$ cat src/rtl/rx_frame_packer.sv
// rx_frame_packer: packs length-prefixed radio frames into 16-bit words
// ({L,b0}, {b1,b2}, ...) and writes them into the receive SRAM FIFO.
// Optional statistics counters are enabled with `define RX_PACKER_STATS_EN.
module rx_frame_packer #(
  parameter int unsigned FIFO_DEPTH  = 2048,
  parameter int unsigned TIMEOUT_CYC = 50000
) (
  input  logic        clk,
  input  logic        rst_n,
  input  logic [7:0]  rx_byte,
  input  logic        rx_valid,
  output logic        rx_ready,
  output logic        SRAM_write,
  input  logic        SRAM_hint,
  output logic [15:0] Data_to_sram,
  input  logic        SRAM_full,
  input  logic [10:0] SRAM_count,
  output logic        frame_recved_int,
  output logic [7:0]  drop_count,
  output logic [7:0]  pad_count
);

  localparam int unsigned TW = (TIMEOUT_CYC > 1) ? $clog2(TIMEOUT_CYC) : 1;

  typedef enum logic [3:0] {
    S_IDLE, S_CHECK, S_GET_HI, S_GET_LO, S_WR, S_WAIT_HINT, S_DONE, S_DROP, S_PAD
  } state_t;

  state_t        state, state_d;
  logic [7:0]    len_q, len_d;
  logic [7:0]    bytes_left, bytes_d;
  logic [8:0]    words_left, words_d;
  logic          pad_mode, pad_d;
  logic [TW-1:0] tmo_cnt, tmo_d;
  logic [15:0]   data_d;
  logic          write_d, ready_d, int_d;

  logic          accept, in_get, tmo_fire, fits;
  logic [8:0]    words_n;
  logic [11:0]   free_words;

  assign accept     = rx_valid && rx_ready;
  assign in_get     = (state == S_GET_HI) || (state == S_GET_LO);
  // An offered byte wins over a timeout firing in the same cycle
  assign tmo_fire   = in_get && !accept && (tmo_cnt == TW'(TIMEOUT_CYC - 1));
  assign words_n    = 9'((9'(len_q) + 9'd2) >> 1);
  assign free_words = 12'(FIFO_DEPTH) - {1'b0, SRAM_count};
  assign fits       = {3'b000, words_n} <= free_words;

  // State and datapath registers
  always_ff @(posedge clk) begin
    if (!rst_n) begin
      state            <= S_IDLE;
      len_q            <= '0;
      bytes_left       <= '0;
      words_left       <= '0;
      pad_mode         <= 1'b0;
      tmo_cnt          <= '0;
      Data_to_sram     <= '0;
      SRAM_write       <= 1'b0;
      rx_ready         <= 1'b0;
      frame_recved_int <= 1'b0;
    end else begin
      state            <= state_d;
      len_q            <= len_d;
      bytes_left       <= bytes_d;
      words_left       <= words_d;
      pad_mode         <= pad_d;
      tmo_cnt          <= tmo_d;
      Data_to_sram     <= data_d;
      SRAM_write       <= write_d;
      rx_ready         <= ready_d;
      frame_recved_int <= int_d;
    end
  end

  // Next-state and next-output logic
  always_comb begin
    state_d = state;
    len_d   = len_q;
    bytes_d = bytes_left;
    words_d = words_left;
    pad_d   = pad_mode;
    data_d  = Data_to_sram;
    write_d = SRAM_write;
    tmo_d   = '0;
    if (in_get && !accept) tmo_d = tmo_cnt + TW'(1);

    case (state)
      S_IDLE: begin
        pad_d = 1'b0;
        if (accept && (rx_byte != 8'h00)) begin
          len_d   = rx_byte;
          bytes_d = rx_byte;
          state_d = S_CHECK;
        end
      end
      S_CHECK: begin
        words_d = words_n;
        // The first word's high byte is the length itself, so go straight to the low half
        if (fits) begin
          data_d  = {len_q, 8'h00};
          state_d = S_GET_LO;
        end else begin
          state_d = S_DROP;
        end
      end
      S_GET_HI: begin
        if (accept) begin
          data_d  = {rx_byte, 8'h00};
          bytes_d = bytes_left - 8'd1;
          state_d = (bytes_left == 8'd1) ? S_WR : S_GET_LO;
        end else if (tmo_fire) begin
          data_d  = 16'h0000;
          pad_d   = 1'b1;
          state_d = S_PAD;
        end
      end
      S_GET_LO: begin
        if (accept) begin
          data_d  = {Data_to_sram[15:8], rx_byte};
          bytes_d = bytes_left - 8'd1;
          state_d = S_WR;
        end else if (tmo_fire) begin
          data_d  = {Data_to_sram[15:8], 8'h00};
          pad_d   = 1'b1;
          state_d = S_PAD;
        end
      end
      S_PAD: state_d = S_WR;
      S_WR: begin
        if (!SRAM_full) begin
          write_d = 1'b1;
          state_d = S_WAIT_HINT;
        end
      end
      S_WAIT_HINT: begin
        if (SRAM_hint) begin
          write_d = 1'b0;
          words_d = words_left - 9'd1;
          if (words_left > 9'd1) begin
            if (pad_mode) begin
              data_d  = 16'h0000;
              state_d = S_PAD;
            end else begin
              state_d = S_GET_HI;
            end
          end else begin
            state_d = pad_mode ? S_IDLE : S_DONE;
          end
        end
      end
      S_DONE: state_d = S_IDLE;
      S_DROP: begin
        if (accept) begin
          bytes_d = bytes_left - 8'd1;
          if (bytes_left == 8'd1) state_d = S_IDLE;
        end
      end
      default: state_d = S_IDLE;
    endcase

    int_d   = (state == S_DONE);
    // Hold off the next length byte during the interrupt pulse
    ready_d = ((state_d == S_IDLE) || (state_d == S_DROP) ||
               (state_d == S_GET_HI) || (state_d == S_GET_LO)) && (state != S_DONE);
  end

`ifdef RX_PACKER_STATS_EN
  logic drop_inc, pad_inc;
  assign drop_inc = (state == S_DROP) && accept && (bytes_left == 8'd1);
  assign pad_inc  = (state == S_WAIT_HINT) && SRAM_hint && pad_mode && (words_left == 9'd1);

  // Saturating drop / pad statistics
  always_ff @(posedge clk) begin
    if (!rst_n) begin
      drop_count <= '0;
      pad_count  <= '0;
    end else begin
      if (drop_inc && (drop_count != 8'hFF)) drop_count <= drop_count + 8'd1;
      if (pad_inc && (pad_count != 8'hFF))   pad_count  <= pad_count + 8'd1;
    end
  end
`else
  assign drop_count = 8'h00;
  assign pad_count  = 8'h00;
`endif

endmodule

$ cat config.mk
export PLATFORM = sky130hd
export DESIGN_NAME = rx_frame_packer
export DESIGN_NICKNAME = d
export VERILOG_FILES = /design/src/rtl/rx_frame_packer.sv
export SDC_FILE = /design/constraint.sdc
export NUM_CORES = 1
export LEC_CHECK = 0
export ABC_CLOCK_PERIOD_IN_PS = 3050
export CORE_MARGIN = 2
export CORE_UTILIZATION = 54
export DETAILED_ROUTE_END_ITERATION = 16
export PLACE_DENSITY_LB_ADDON = 0.1
export SLEW_MARGIN = 20
export SYNTH_ARGS = -nofsm -noshare
export SYNTH_HDL_FRONTEND = slang
export SYNTH_SLANG_ARGS = --single-unit
$ cat constraint.sdc
create_clock -name clk -period 3.05 [get_ports clk]
set_input_delay 0.4575 -clock clk [delete_from_list [all_inputs] [get_ports clk]]
set_output_delay 0.4575 -clock clk [all_outputs]
set_load 0.01 [all_outputs]
# ---- After elaboration in Yosys (flattened, before gate mapping)
# Cells that the tools add are included.
dict set report totals {
  regBits 65
  latch_bits 0
  mem_bits_rw 0
  romBits 0
  inputBits 24
  output_inout_bits 35
  memories 0
}
dict set report classes {
  n_addsub 5
  n_mul 0
  div 0
  magnitude_cmp 2
  eq_ne 25
  n_shift 0
  n_mux 34
  n_bitwise 1
  reduce_logical 29
}
# op count
set op_table {}
lappend op_table {{$mux 16} 6}
lappend op_table {{$pmux 16 s4} 1}
lappend op_table {{$mux 4} 10}
lappend op_table {{$mux 8} 4}
lappend op_table {{$pmux 4 s8} 1}
lappend op_table {{$eq 4x3->1 const B} 5}
lappend op_table {{$pmux 9 s2} 1}
lappend op_table {{$add 16x1->16 const B} 1}
lappend op_table {{$eq 16x16->1 const B} 1}
lappend op_table {{$eq 4x2->1 const B} 4}
lappend op_table {{$pmux 8 s2} 1}
lappend op_table {{$ne 2x2->1 const B} 7}
lappend op_table {{$reduce_and 7->1} 2}
lappend op_table {{$le 8x12->1} 1}
lappend op_table {{$sub 12x11->12 const A} 1}
lappend op_table {{$add 8x2->9 const B} 1}
lappend op_table {{$gt 9x1->1 const B} 1}
lappend op_table {{$mux 3} 3}
lappend op_table {{$mux 9} 1}
lappend op_table {{$reduce_and 3->1} 3}
lappend op_table {{$sub 9x1->9 const B} 1}
lappend op_table {{$eq 8x1->1 const B} 1}
lappend op_table {{$logic_not 4->1} 2}
lappend op_table {{$reduce_bool 2->1} 4}
lappend op_table {{other kinds (18)} 33}

# ---- Depth between registers and ports, before layout
dict set report logic_depth {
  word_depth 12
  ltp_mapped 11
  mapped_depth_nobuf 11
}

# ---- Least setup slack after synthesis
# No wires, ideal clock.
dict set report synth_timing {
  path_type {input port to flip-flop}
  startpoint {input port SRAM_count[2]}
  endpoint {register Data_to_sram[13]}
  setup_time_ps 70
  arrival_ps 2767
  setup_slack_ps 214
  stages 11
  cell_sequence {nor2_1 > nand3b_1 > or3_1 > xnor2_1 > ha_1 > nand4_1 > a21oi_1 > a2111oi_2 > o31ai_2 > or4b_1 > o21ai_1}
}
dict set report synth_via {
  elab_chain_cells 4
}
# element line
set synth_rtl {}
lappend synth_rtl {{start, declared} 17} ;# input logic [10:0] SRAM_count,
lappend synth_rtl {{$sub 12x11->12} 47} ;# assign free_words = 12'(FIFO_DEPTH) - {1'b0, SRAM_count};
lappend synth_rtl {{$le 8x12->1} 48} ;# assign fits = {3'b000, words_n} <= free_words;
lappend synth_rtl {{$ne 2x2->1 (no source line)} n/a}
lappend synth_rtl {{$reduce_and 7->1 (no source line)} n/a}
lappend synth_rtl {{end signal, assigned} 70} ;# Data_to_sram <= data_d;
lappend synth_rtl {{end, declared} 15} ;# output logic [15:0] Data_to_sram,
# No other way between the ends.
# A chain may end at the register's enable or synchronous reset.

# ---- Worst setup path in the final report
dict set report layout_timing {
  startpoint {input port SRAM_count[5]}
  endpoint {register rx_ready}
}
dict set report layout_via {
  elab_chain_cells 9
}
# element line
set layout_rtl {}
lappend layout_rtl {{$sub 12x11->12 *} 47}
lappend layout_rtl {{$le 8x12->1 *} 48}
lappend layout_rtl {{$mux 3 *} 101} ;# if (fits) begin
lappend layout_rtl {{$pmux 4 s8 *} 89} ;# case (state)
lappend layout_rtl {{$eq 4x3->1 or $logic_not 4->1 (tied branches)} 165} ;# ready_d = ((state_d == S_IDLE) || (state_d == S_DROP) ||
lappend layout_rtl {{$logic_or 1x1->1 (2 in series)} 165}
lappend layout_rtl {{$logic_or 1x1->1 *} 166} ;# (state_d == S_GET_HI) || (state_d == S_GET_LO)) && (state != S_DONE);
lappend layout_rtl {{$logic_and 1x1->1 *} 166}
lappend layout_rtl {{end signal, assigned} 72} ;# rx_ready <= ready_d;
lappend layout_rtl {{end, declared} 12} ;# output logic rx_ready,
# Mark *: on every way between the ends. The rest lies on a longest branch, timed or not.

==> impl_summary.txt <==
----------------------------------------------------
[Floorplan]
  Cell Rows ... 30
  Die width ... 87.2 um
  Core Box Area ... 6760 um^2
  Effective utilization at floorplan ... 0.553
  Height of the die ... 87.2 um
  I/O pin cnt ... 59
  Die footprint ... 7600 um^2

[Routing]
  DRT iter0 DRCs ... 245
  Final WL ... 9080 um
  Number of vias in the routed layout ... 3465
  Average wire length per cell after detail routing ... 15.2 um
  DRC violations left ... 0
  Drt pass-1 iters ... 4
  Remaining antenna violation count ... 0
  Routed via count divided by cell count ... 5.78

[Timing]
  Post-layout min period ... 2.92 ns
  Worst slew margin relative to its limit ... 0.359
  Final critical-path share of the clock period ... 0.959
  Fin Setup TNS ... 0 ns
  Number of endpoints failing setup at the final stage ... 0
  Setup repair after global routing missed its margin ... false
  Setup slack of the critical path after layout ... 0.125 ns
  Number of failing hold endpoints at the final stage ... 0
  Clk_skew ... 0.0116 ns
  Final number of max-transition violations ... 0
  Measured slew at the worst slew-check pin ... 0.955 ns
  Fmax ... 342 MHz

[Synthesis]
  Yosys top cell by area ... sky130_fd_sc_hd__dfxtp_1
  Avg Cell Area, Syn ... 8.29 um^2
  Number of warnings reported in the yosys synthesis log ... 0
  Register area share after synthesis ... 0.348
  Number of enable-type register cells in the synthesized netlist ... 0
  Area share of the leading cell type in the synthesized netlist ... 0.348
  Post-Syn Area ... 3740 um^2
  Primary flip-flop cell chosen by synthesis mapping ... sky130_fd_sc_hd__dfxtp_1
  Count of unique library cells instantiated by Yosys ... 55
  Number of standard cells after synthesis ... 451
  FFs w/ async S/R, synth ... 0
  Number of synthesized register bits ... 65
  Ranking of synthesized cells by area ... sky130_fd_sc_hd__dfxtp_1 35%, sky130_fd_sc_hd__nor2_1 5.7%, sky130_fd_sc_hd__ha_1 5.0%

[Worst setup path]
  Worst Setup EP ... rx_ready
  CP endpoint kind ... flip-flop
  Buffers plus inverters on the worst setup path ... 3
  Critical Path Fanout Max ... 3
  Worst reg2reg startpoint ... len_q[3]
  Kind of critical path ... in -> reg
  Worst path slowest cell ... sky130_fd_sc_hd__clkdlybuf4s50_1
  CP Data Required Time ... 3.30 ns
  R2r endpoint ... rx_ready
  Cells along the critical path ... clkdlybuf4s50_1 > or3_1 > xnor2_1 > ha_1 > nand4_1 > buf_4 > o211ai_1 > buf_4 > nor3_1 > or3_1 > a221oi_2
  Depth of the most critical reg-to-reg path ... 11
  Worst path depth ... 11
  Biggest cell delay along the critical path ... 0.46 ns
  Setup crit start kind ... input pin
  Arrival time worst endpoint ... 3.17 ns
  Cell family with the largest share of critical-path delay ... simple AND/OR/NAND/NOR gates
  Beginning of the critical path ... SRAM_count[5]
  Setup slack on the worst flop-to-flop path ... 0.14 ns

[Hold path]
  Worst hold path class ... reg -> reg

[Global route]
  Antenna violations before repair ... 0
  Largest net degree at the start of global routing ... 22
  Vias in the first global route ... 3198
  GRT Util Overall ... 0.242
  GRT overflow ... 0
  Global-route wire length before repair ... 14600 um

[Place]
  Placement-stage cell area ... 4310 um^2
  Final weighted congestion in routability-driven placement ... 0.882
  Cell count after placement ... 579
  Number of input and output port buffers inserted ... 42
  Minimum setup slack after placement ... -0.494 ns
  HPWL reported at the end of detailed placement ... 6500 um

[Clock tree]
  Sink count of the clock tree ... 65
  Number of CTS-inserted buffers ... 9
  H-tree depth ... 3
  Clock slew seen by the registers of the worst setup and hold paths ... 0.07 ns
  Root buffer selected by CTS ... sky130_fd_sc_hd__clkbuf_8
  CTS tree ... done
  CTS Buffer Depth ... 2
  Clock latency at the later pin of the worst-skew pair ... 0.34 ns

[Power and ir drop]
  Reported leakage power ... 1.87 nW
  Pwr dens ... 562 nW/um^2
  Net switching power of the design ... 0.000889 W
  Clk network pwr share ... 0.326
  Final Total Pwr ... 0.00260 W
  Sequential cell fraction of total power ... 0.384
  Switching part of the total ... 0.342
  Internal power of the cells ... 0.00171 W
  Worst vdd ir ... 0.000299 V
  Comb power frac ... 0.290

[Outcome]
  Status ... finished clean

[Final layout]
  Layout filler cell count ... 563
  Number of nets in the finished design ... 553
  Post-synthesis to final-layout area growth ... 23.8%
  Commonest cells after routing, fill and taps aside ... 65 x sky130_fd_sc_hd__dfxtp_1, 53 x sky130_fd_sc_hd__nor2_1, 37 x sky130_fd_sc_hd__clkdlybuf4s50_1
  Final Cell Area ... 4630 um^2
  Most common cell after layout, fill and taps aside ... sky130_fd_sc_hd__dfxtp_1
  Non-filler instance count after layout ... 599
  Number of diodes added for antenna fixing ... 0
  Fraction of layout cells with a size suffix above 1 ... 0.110

[Job]
  Max-cap check violation count ... 0

----------------------------------------------------
==> cell usage after synthesis, drive strengths merged, types with 2 or more instances <==
master and instances:
a2111oi 2, a21oi 14, a221oi 2, a22o 8
a22oi 12, a31oi 3, a32oi 2, and2 12
and3 9, buf 18, clkbuf 14, dfxtp 65
ha 15, inv 10, mux2i 9, nand2 32
nand2b 3, nand3 16, nand3b 2, nand4 7
nor2 57, nor2b 21, nor3 13, nor4 4
o211a 4, o211ai 2, o21ai 28, o22ai 2
o31a 3, o31ai 2, or3 9, or4 2
or4b 9, xnor2 11, xor2 16
==> worst reg2reg max path, stage by stage (launching register included) <==
cell and delay [ns]:
sky130_fd_sc_hd__dfxtp_1 0.45, sky130_fd_sc_hd__and3_1 0.22, sky130_fd_sc_hd__nand3_1 0.14, sky130_fd_sc_hd__xnor2_1 0.27, sky130_fd_sc_hd__ha_1 0.29, sky130_fd_sc_hd__a21oi_1 0.18
sky130_fd_sc_hd__nor2_2 0.06, sky130_fd_sc_hd__a2111oi_4 0.26, sky130_fd_sc_hd__buf_4 0.20, sky130_fd_sc_hd__nor3_1 0.06, sky130_fd_sc_hd__or3_1 0.43, sky130_fd_sc_hd__a221oi_2 0.25
==> cells by family (layout without fill, tap and decap cells) <==
logic type | Yosys count | after routing | share of synthesized area
AOI/OAI and AO/OA | 92 | 93 | 0.171
xor gates and xnor gates | 27 | 27 | 0.0633
adders and majority gates | 15 | 15 | 0.0502
buffers and inverters | 42 | 94 | 0.0586
DFF | 65 | 65 | 0.348
muxes | 9 | 9 | 0.0241
other | 1 | 16 | 0.00100
and+or+nand+nor | 200 | 200 | 0.284
==> worst min-delay path by stage <==
stage / startpoint / end / depth (start not counted) / slack [ns]
after floorplan: tmo_cnt[0] / tmo_cnt[0] / 1 / 0.46
after global placement: Data_to_sram[14] / Data_to_sram[14] / 2 / 0.44
final: Data_to_sram[13] / Data_to_sram[13] / 2 / 0.45
after global routing: Data_to_sram[13] / Data_to_sram[13] / 2 / 0.46
after detailed placement: Data_to_sram[15] / Data_to_sram[15] / 2 / 0.44
after CTS: Data_to_sram[13] / Data_to_sram[13] / 2 / 0.45
==> repair_timing <==
action / in CTS / in global routing
setup buffers: 0 / 3
hold buffers: 0 / 0
setup endpoints to repair: 17 / 18
pin swaps: 2 / 9
resized for setup: 4 / 10
gates cloned: 0 / 1
==> flip-flops by register name, summed over array words and instances, names as in the netlist, 4 cells and up <==
| register | flops |
|---|---|
| bytes_left | 8 |
| tmo_cnt | 16 |
| words_left | 9 |
| Data_to_sram | 16 |
| len_q | 8 |
| state | 4 |
==> power groups by stage <==
stage	sequential, W	combinational, W	clock [W]
floorplan	0.000985	0.000519	0
finish	0.000998	0.000754	0.000848
global route	0.00101	0.000834	0.000888
detailed placement	0.00101	0.000706	0
CTS	0.000995	0.000724	0.000852
global placement	0.00101	0.000692	0
==> metrics by stage <==
stage	hold WS, ns	utilization
after detailed placement	0.441	0.637
after global placement	0.443	0.637
after global routing	0.461	0.685
after CTS	0.451	0.676
final	0.446	0.685
after floorplan	0.465	-
==> cell type report <==
cell class / count / area, um^2 / share of cell area
clock buffer: 10 / 138 / 0.0297
timing repair buffer: 68 / 632 / 0.136
multi-input combinational: 360 / 2330 / 0.504
tap: 80 / 100 / 0.0216
inverter: 10 / 37.5 / 0.00811
clock inverter: 6 / 90.1 / 0.0195
sequential: 65 / 1300 / 0.281
==> metal layers <==
layer / GRT usage / routed length [um] / up-vias
met2: 0.407 / 4370 / 82
met3: 0.0351 / 407 / 15
li1: - / - / 1723
met5: 0 / 0 / -
met4: 0.0993 / 163 / 0
met1: 0.311 / 4140 / 1645
Power figures use the tool's default switching activity.
